`config.mk`:
```
export PLATFORM = sky130hd
export DESIGN_NAME = serial_adder
export DESIGN_NICKNAME = d
export VERILOG_FILES = /design/src/rtl/serial_adder_pkg.sv /design/src/rtl/fa_bit.sv /design/src/rtl/serial_adder.sv
export SDC_FILE = /design/constraint.sdc
export NUM_CORES = 1
export LEC_CHECK = 0
export ABC_AREA = 0
export BUFFER_PORTS_ARGS = -buffer_cell sky130_fd_sc_hd__buf_2
export CAP_MARGIN = 20
export CORE_MARGIN = 5
export CORE_UTILIZATION = 30
export DETAILED_ROUTE_END_ITERATION = 6
export GPL_ROUTABILITY_DRIVEN = 0
export HOLD_SLACK_MARGIN = 0.06
export PLACE_DENSITY = 0.55
export SETUP_SLACK_MARGIN = 0.1
export SYNTH_ARGS = -nofsm -noshare
export SYNTH_HDL_FRONTEND = slang
export SYNTH_SLANG_ARGS = --single-unit
```
`constraint.sdc`:
```
create_clock -name clk -period 2 [get_ports clk]
set_input_delay 0.2 -clock clk [delete_from_list [all_inputs] [get_ports clk]]
set_output_delay 0.2 -clock clk [all_outputs]
set_load 0.02 [all_outputs]
```
`src/rtl/serial_adder_pkg.sv`:
```
// rtl/serial_adder_pkg.sv - shared FSM encodings and counter-width helper for serial_adder
package serial_adder_pkg;

  // Controller states; encodings are fixed so other cells can decode them
  typedef enum logic [1:0] {
    IDLE  = 2'd0,
    SHIFT = 2'd1,
    DONE  = 2'd2
  } state_t;

  // Bit-slice counter width: ceil(log2(width)), never narrower than one bit
  function automatic int cnt_width(input int width);
    return (width <= 2) ? 1 : $clog2(width);
  endfunction

endpackage

```
`src/rtl/fa_bit.sv`:
```
// rtl/fa_bit.sv - combinational one-bit full-adder slice
module fa_bit (
  input  logic x,
  input  logic y,
  input  logic ci,
  output logic s,
  output logic co
);

  assign s  = x ^ y ^ ci;
  assign co = (x & y) | (ci & (x ^ y));

endmodule

```
`src/rtl/serial_adder.sv`:
```
// rtl/serial_adder.sv - bit-serial LSB-first adder with valid/ready ports; SERIAL_ADDER_OVF_EN adds ovf
module serial_adder
  import serial_adder_pkg::*;
#(
  parameter int WIDTH = 8
) (
  input  logic             clk,
  input  logic             rst,
  input  logic             in_valid,
  output logic             in_ready,
  input  logic [WIDTH-1:0] a,
  input  logic [WIDTH-1:0] b,
  input  logic             cin,
  output logic             out_valid,
  input  logic             out_ready,
  output logic [WIDTH-1:0] sum,
  output logic             cout,
`ifdef SERIAL_ADDER_OVF_EN
  output logic             ovf,
`endif
  output logic             busy
);

  localparam int CW = cnt_width(WIDTH);
  localparam logic [CW-1:0] LAST = CW'(WIDTH - 1);

  state_t           state;
  logic [WIDTH-1:0] a_sr;
  logic [WIDTH-1:0] b_sr;
  logic [WIDTH-1:0] sum_sr;
  logic             carry;
  logic [CW-1:0]    cnt;
  logic             slice_s;
  logic             slice_co;
`ifdef SERIAL_ADDER_OVF_EN
  logic             carry_msb;
`endif

  fa_bit u_fa (
    .x  (a_sr[0]),
    .y  (b_sr[0]),
    .ci (carry),
    .s  (slice_s),
    .co (slice_co)
  );

  assign sum  = sum_sr;
  assign cout = carry;
`ifdef SERIAL_ADDER_OVF_EN
  // Signed overflow: carry into the MSB slice disagrees with carry out of it
  assign ovf  = carry_msb ^ carry;
`endif

  // Controller, shift datapath and registered handshake flags
  always_ff @(posedge clk or posedge rst) begin
    if (rst) begin
      state     <= IDLE;
      in_ready  <= 1'b1;
      out_valid <= 1'b0;
      busy      <= 1'b0;
      a_sr      <= '0;
      b_sr      <= '0;
      sum_sr    <= '0;
      carry     <= 1'b0;
      cnt       <= '0;
`ifdef SERIAL_ADDER_OVF_EN
      carry_msb <= 1'b0;
`endif
    end else begin
      case (state)
        IDLE: begin
          if (in_valid) begin
            a_sr     <= a;
            b_sr     <= b;
            carry    <= cin;
            cnt      <= '0;
            state    <= SHIFT;
            in_ready <= 1'b0;
            busy     <= 1'b1;
          end
        end
        SHIFT: begin
          a_sr   <= a_sr >> 1;
          b_sr   <= b_sr >> 1;
          sum_sr <= {slice_s, sum_sr[WIDTH-1:1]};
          carry  <= slice_co;
          if (cnt == LAST) begin
            state     <= DONE;
            out_valid <= 1'b1;
`ifdef SERIAL_ADDER_OVF_EN
            carry_msb <= carry;
`endif
          end else begin
            cnt <= cnt + 1'b1;
          end
        end
        DONE: begin
          if (out_ready) begin
            state     <= IDLE;
            out_valid <= 1'b0;
            busy      <= 1'b0;
            in_ready  <= 1'b1;
          end
        end
        default: begin
          state     <= IDLE;
          out_valid <= 1'b0;
          busy      <= 1'b0;
          in_ready  <= 1'b1;
        end
      endcase
    end
  end

endmodule

```
=== Yosys cells after proc, flatten, opt, wreduce, memory -nomap -nowiden ===
Cells that the tools add are included.

* Bitwise gates (word level): 7
* Magnitude comparators: 0
* Divide/modulo/power cells: 0
* Reductions and logical operators: 7
* $mul: 0
* Multiplexer cells: 21
* Shifts and indexed selects: 0
* Eq/ne operators: 7
* Add/subtract/negate cells: 1

{| class="wikitable"
|+ Operator list
! kind !! number
|-
| case mux 8 bit (2 select lines) || 2
|-
| two-way mux 8 bit || 2
|-
| AND reduction 3 bit || 4
|-
| case mux 1 bit (3 select lines) || 3
|-
| != test 2 bit, second input constant || 4
|-
| two-way mux 1 bit || 6
|-
| two-way mux 2 bit || 3
|-
| two-way mux 3 bit || 2
|-
| case mux 2 bit (3 select lines) || 1
|-
| case mux 3 bit (2 select lines) || 1
|-
| adder 3 x 1 -> 3 bit, second input constant || 1
|-
| == test 3 bit, second input constant || 1
|-
| AND 1 bit || 2
|-
| == test 2 x 1 -> 1 bit, second input constant || 1
|-
| == test 2 bit, second input constant || 1
|-
| zero test 2 bit || 1
|-
| inverter 1 bit || 2
|-
| case mux 1 bit (2 select lines) || 1
|-
| AND reduction 2 bit || 1
|-
| nonzero test 2 bit || 1
|-
| XOR 1 bit || 2
|-
| bitwise OR 1 bit || 1
|}

* Memory bits (read-only): 0
* Output and inout bits: 12
* Bits in latches: 0
* RAM bits: 0
* Word-level logic and storage cells: 52
* Memories kept: 0
* Bits in registers: 33
* Bits of input ports: 21

=== Depth between registers and ports, before layout ===
* Word-level depth: 4
* Gate-level depth with buffers: 6
* Depth with buffers taken out: 5

=== Hierarchy ===
Synthesis repeated with hierarchy kept, for this count alone.

* Cell total of the unflattened synthesis: 133
* Area total of the unflattened synthesis: 1587.8 sq um

{| class="wikitable"
|+ Modules (own cells, without submodules)
! module !! area each (sq um) !! cells an instance !! sequential area each (sq um) !! times used
|-
| serial_adder || 1567.8 || 132 || 827.0 || 1
|-
| fa_bit || 20.0 || 1 || 0.0 || 1
|}

=== Worst setup path after synthesis ===
OpenSTA, ideal clock, no wires.

* Path type: reg-to-reg
* Start: register carry, in the netlist cout
* End: register sum_sr[7], in the netlist sum[7]
* Arrival time: 1.216 ns
* Stages on the path, launching flop included: 3
* Period minus slack after synthesis: 1.341 ns
* Data required time: 1.875 ns
* Buffers on the path: 0
* Slack: 0.659 ns
* Setup time: 0.125 ns
* Path through: dfrtp_1 -> fa_1 -> mux2_4

* Cells in the longest elaborated chain, start to end: 1

{| class="wikitable"
|+ Ends and longest elaborated chain
! item !! RTL line !! text
|-
| start: declaration || serial_adder.sv:31 || <nowiki>logic carry;</nowiki>
|-
| start signal: assignment || serial_adder.sv:75 || <nowiki>carry <= cin;</nowiki>
|-
| start signal: assignment || serial_adder.sv:86 || <nowiki>carry <= slice_co;</nowiki>
|-
| XOR 1 bit || fa_bit.sv:10 || <nowiki>assign s = x ^ y ^ ci;</nowiki>
|-
| via slice_s || serial_adder.sv:33 || <nowiki>logic slice_s;</nowiki>
|-
| end signal: assignment || serial_adder.sv:85 || <nowiki>sum_sr <= {slice_s, sum_sr[WIDTH-1:1]};</nowiki>
|-
| end: declaration || serial_adder.sv:30 || <nowiki>logic [WIDTH-1:0] sum_sr;</nowiki>
|}

The timed path passes the listed nets, and every way through them passes these cells.
A chain may end at the register's enable or synchronous reset.

=== Final worst setup path ===
* Start: register state[1]
* End: register carry, in the netlist cout

* Cells in the longest elaborated chain, start to end: 3
* Elaborated cells on any way between the ends: 6
* Classes of those cells: eq/ne (2); mux (1); reduce/logical (3)

{| class="wikitable"
|+ Ends and longest elaborated chain
! item !! RTL line !! text
|-
| start: declaration || serial_adder.sv:27 || <nowiki>state_t state;</nowiki>
|-
| start signal: assignment || serial_adder.sv:57 || <nowiki>state <= IDLE;</nowiki>
|-
| start signal: assignment || serial_adder.sv:77 || <nowiki>state <= SHIFT;</nowiki>
|-
| start signal: assignment || serial_adder.sv:88 || <nowiki>state <= DONE;</nowiki>
|-
| == test 2 x 1 -> 1 bit / zero test 2 bit (equally long branches) || serial_adder.sv:70 || <nowiki>case (state)</nowiki>
|-
| nonzero test 2 bit (no source line) / != test 2 bit (equally long branches) || n/a ||
|-
| AND reduction 2 bit (no source line) || n/a ||
|}

Several ways; a longest one is shown, not always the timed one.

==> impl_metrics.tcl <==
set metrics [dict create \
    status "completed" \
    grt_max_degree 34 \
    grt_pass1_wl_um 5750 \
    p_int_mw 1.77 \
    synth.most_common_cell "dfrtp_1" \
    cp_num_cells 4 \
    power.density_nw_per_um2 1590 \
    grt_overflow 0 \
    fin_crit_sh 0.704 \
    io_buffers 32 \
    crit_buf_inv 1 \
    finalHoldViolations 0 \
    final-instance-count-excl-fill 242 \
    leakagePower_nw 0.797 \
    ios 33 \
    synth-async-reset-ratio 1.00 \
    syn_nets 164 \
    clkPwrFrac 0.168 \
    startpoint_type "register" \
    synthTopCellsByArea "dfrtp_1 52%, o22ai_1 12%, a21oi_1 6.1%" \
    slew_viol_final 0 \
    p_comb_frac 0.407 \
    drtIter0Drc 127 \
    worst_pin_slew_ns 0.672 \
    critPathMaxFanout 10 \
    syn_avg_cell_area_um2 11.1 \
    worstPathRequired_ns 2.13 \
    finalCriticalPeriod_ns 1.41 \
    synth_top_area_cell "dfrtp_1" \
    cp-startpoint "state[1]$_DFFE_PP0P_" \
    syn-instance-count 140 \
    fmax_ghz 0.711 \
    wirelength_um 3460 \
    seqPwrFrac 0.424 \
    antenna_found_initial 0 \
    cts_tree "yes" \
    hp-start "out_ready" \
    min_path_type "in2reg" \
    dp_cells 233 \
    irDropWorstVdd_mv 0.731 \
    grt_pass1_vias 1184 \
    yosys_warnings 0 \
    synthDistinctLibCells 29 \
    synth_area_um2 1550 \
    die_h_um 81.9 \
    wl_per_cell_um 14.3 \
    synth_common_cells "32 x dfrtp_1, 30 x o22ai_1, 19 x a21oi_1, 11 x o21ai_0, 5 x mux2_4" \
    first_pass_iters 4 \
    htreeDepth 2 \
    drcViolationCount 0 \
    synth_edf_count 0 \
    floorplan.initialDensity 0.306 \
    synth_ff_type "dfrtp_1" \
    holdPathStages 2 \
    reg2reg_slack_ns 0.59 \
    chipWidth_um 81.9 \
    sw_frac_of_total 0.387 \
    dr_total_vias 1192 \
    path_class "reg2reg" \
    ant_nets 0 \
    root_buffer "clkbuf_8" \
    cts-buffers-inserted 5 \
    cts.sinks 33 \
    slowest_stage "dfrtp_1" \
    clk_pin_slew_ns 0.07 \
    die_area_um2 6710 \
    finalClockSkew_ns 0.00431 \
    antenna_cells 0 \
    p_switching_mw 1.12 \
    finalSetupTns_ns 0 \
    cp-end-kind "register" \
    crit_chain "nand2b_1 > buf_4 > o22ai_1 > a21oi_1" \
    cp_top_family "flip-flops" \
    r2r-start "state[1]$_DFFE_PP0P_" \
    arrival_ns 1.54 \
    max_stage_delay_ns 0.42 \
    track_usage 0.113 \
    drv_cap 0 \
    layout-drive-gt1-share 0.320 \
    seq_area_frac_synth 0.533 \
    nNetsFinal 195 \
    slew_headroom 0.552 \
    rows 26 \
    core-area_um2 5070 \
    finalSetupViolCount 0 \
    r2r_cells 4 \
    via_per_inst 4.93 \
    clockBufferDepth 2 \
    cts_setup_buffers 0 \
    synth_top_area_share 0.516 \
    hpwlAfterDp_um 2270 \
    clk_latency_ns 0.28 \
    synth-seq-cells 33 \
    rsz0062_at_grt "no" \
    area_growth_pct 17.4 \
]
==> sequential cells by signal, indices dropped and copies added, names as in the netlist <==
| signal | count |
|---|---|
| out_valid | 1 |
| state | 2 |
| cout | 1 |
| a_sr | 8 |
| in_ready | 1 |
| b_sr | 8 |
| sum | 8 |
| busy | 1 |
| cnt | 3 |
==> worst paths after layout <==
check / endpoint
max: cout$_DFFE_PP0P_
min: state[1]$_DFFE_PP0P_
max reg2reg: cout$_DFFE_PP0P_
min reg2reg: in_ready$_DFFE_PP1P_
max in group asynchronous: in_ready$_DFFE_PP1P_
min in group asynchronous: sum[0]$_DFFE_PP0P_
==> metrics by stage <==
step | worst slack (ns) | cell area, um^2 | power (mW) | utilization | hold WS (ns)
floorplan | 0.659 | 1550 | 2.21 | - | 0.286
CTS | 0.579 | 1820 | 2.93 | 0.359 | 0.151
finish | 0.593 | 1820 | 2.89 | 0.359 | 0.167
detailed placement | 0.603 | 1730 | 2.42 | 0.340 | 0.326
global route | 0.461 | 1820 | 3.13 | 0.359 | 0.163
global placement | 0.644 | 1730 | 2.40 | 0.340 | 0.316
==> cell type report <==
cell class | instances | area (um^2)
repair buffers | 37 | 200
inverters | 5 | 18.8
multi-input cells | 89 | 603
clock buffers | 5 | 68.8
clock inverters | 3 | 17.5
fillers | 538 | 3250
well taps | 70 | 87.6
flip-flops and latches | 33 | 827
==> power by group through the flow <==
stage | registers [mW] | logic (mW) | clock network (mW)
3_3_place_gp | 1.24 | 1.16 | 0
3_5_place_dp | 1.24 | 1.18 | 0
4_1_cts | 1.23 | 1.19 | 0.512
5_1_grt | 1.27 | 1.32 | 0.543
2_1_floorplan | 1.32 | 0.894 | 0
6_report | 1.23 | 1.18 | 0.486
==> kinds of logic after synthesis <==
| group | share of synthesized area |
|---|---|
| adder cells (fa/ha/maj) | 0.0290 |
| flip-flops | 0.533 |
| multiplexers | 0.0701 |
| buffers and inverters | 0.0790 |
| AND/OR/NAND/NOR | 0.0427 |
| AO/OA/AOI/OAI | 0.247 |
==> per-layer routing <==
layer,vias up,global-route usage,wire [um]
met5,-,0,0
met3,4,0.0329,252
met2,38,0.173,1560
met4,0,0.0399,36
met1,563,0.152,1600
li1,587,-,-
==> cells in the final DEF, fill, tap and decap left out, types with 2 or more instances in the layout <==
| cell type | n |
|---|---|
| dfrtp_1 | 32 |
| buf_2 | 32 |
| o22ai_1 | 30 |
| a21oi_1 | 19 |
| o21ai_0 | 11 |
| mux2_4 | 5 |
| clkbuf_8 | 5 |
| inv_1 | 4 |
| buf_4 | 4 |
| nand2_1 | 3 |
| nor2_1 | 3 |
| mux2_2 | 3 |
| a22oi_1 | 2 |
| ha_1 | 2 |
| clkinv_2 | 2 |
==> timing repair <==
item | CTS | global route
resized for setup | 0 | 0
hold endpoints to repair | 32 | 0
hold buffers | 1 | 0
Power figures use the tool's default switching activity.
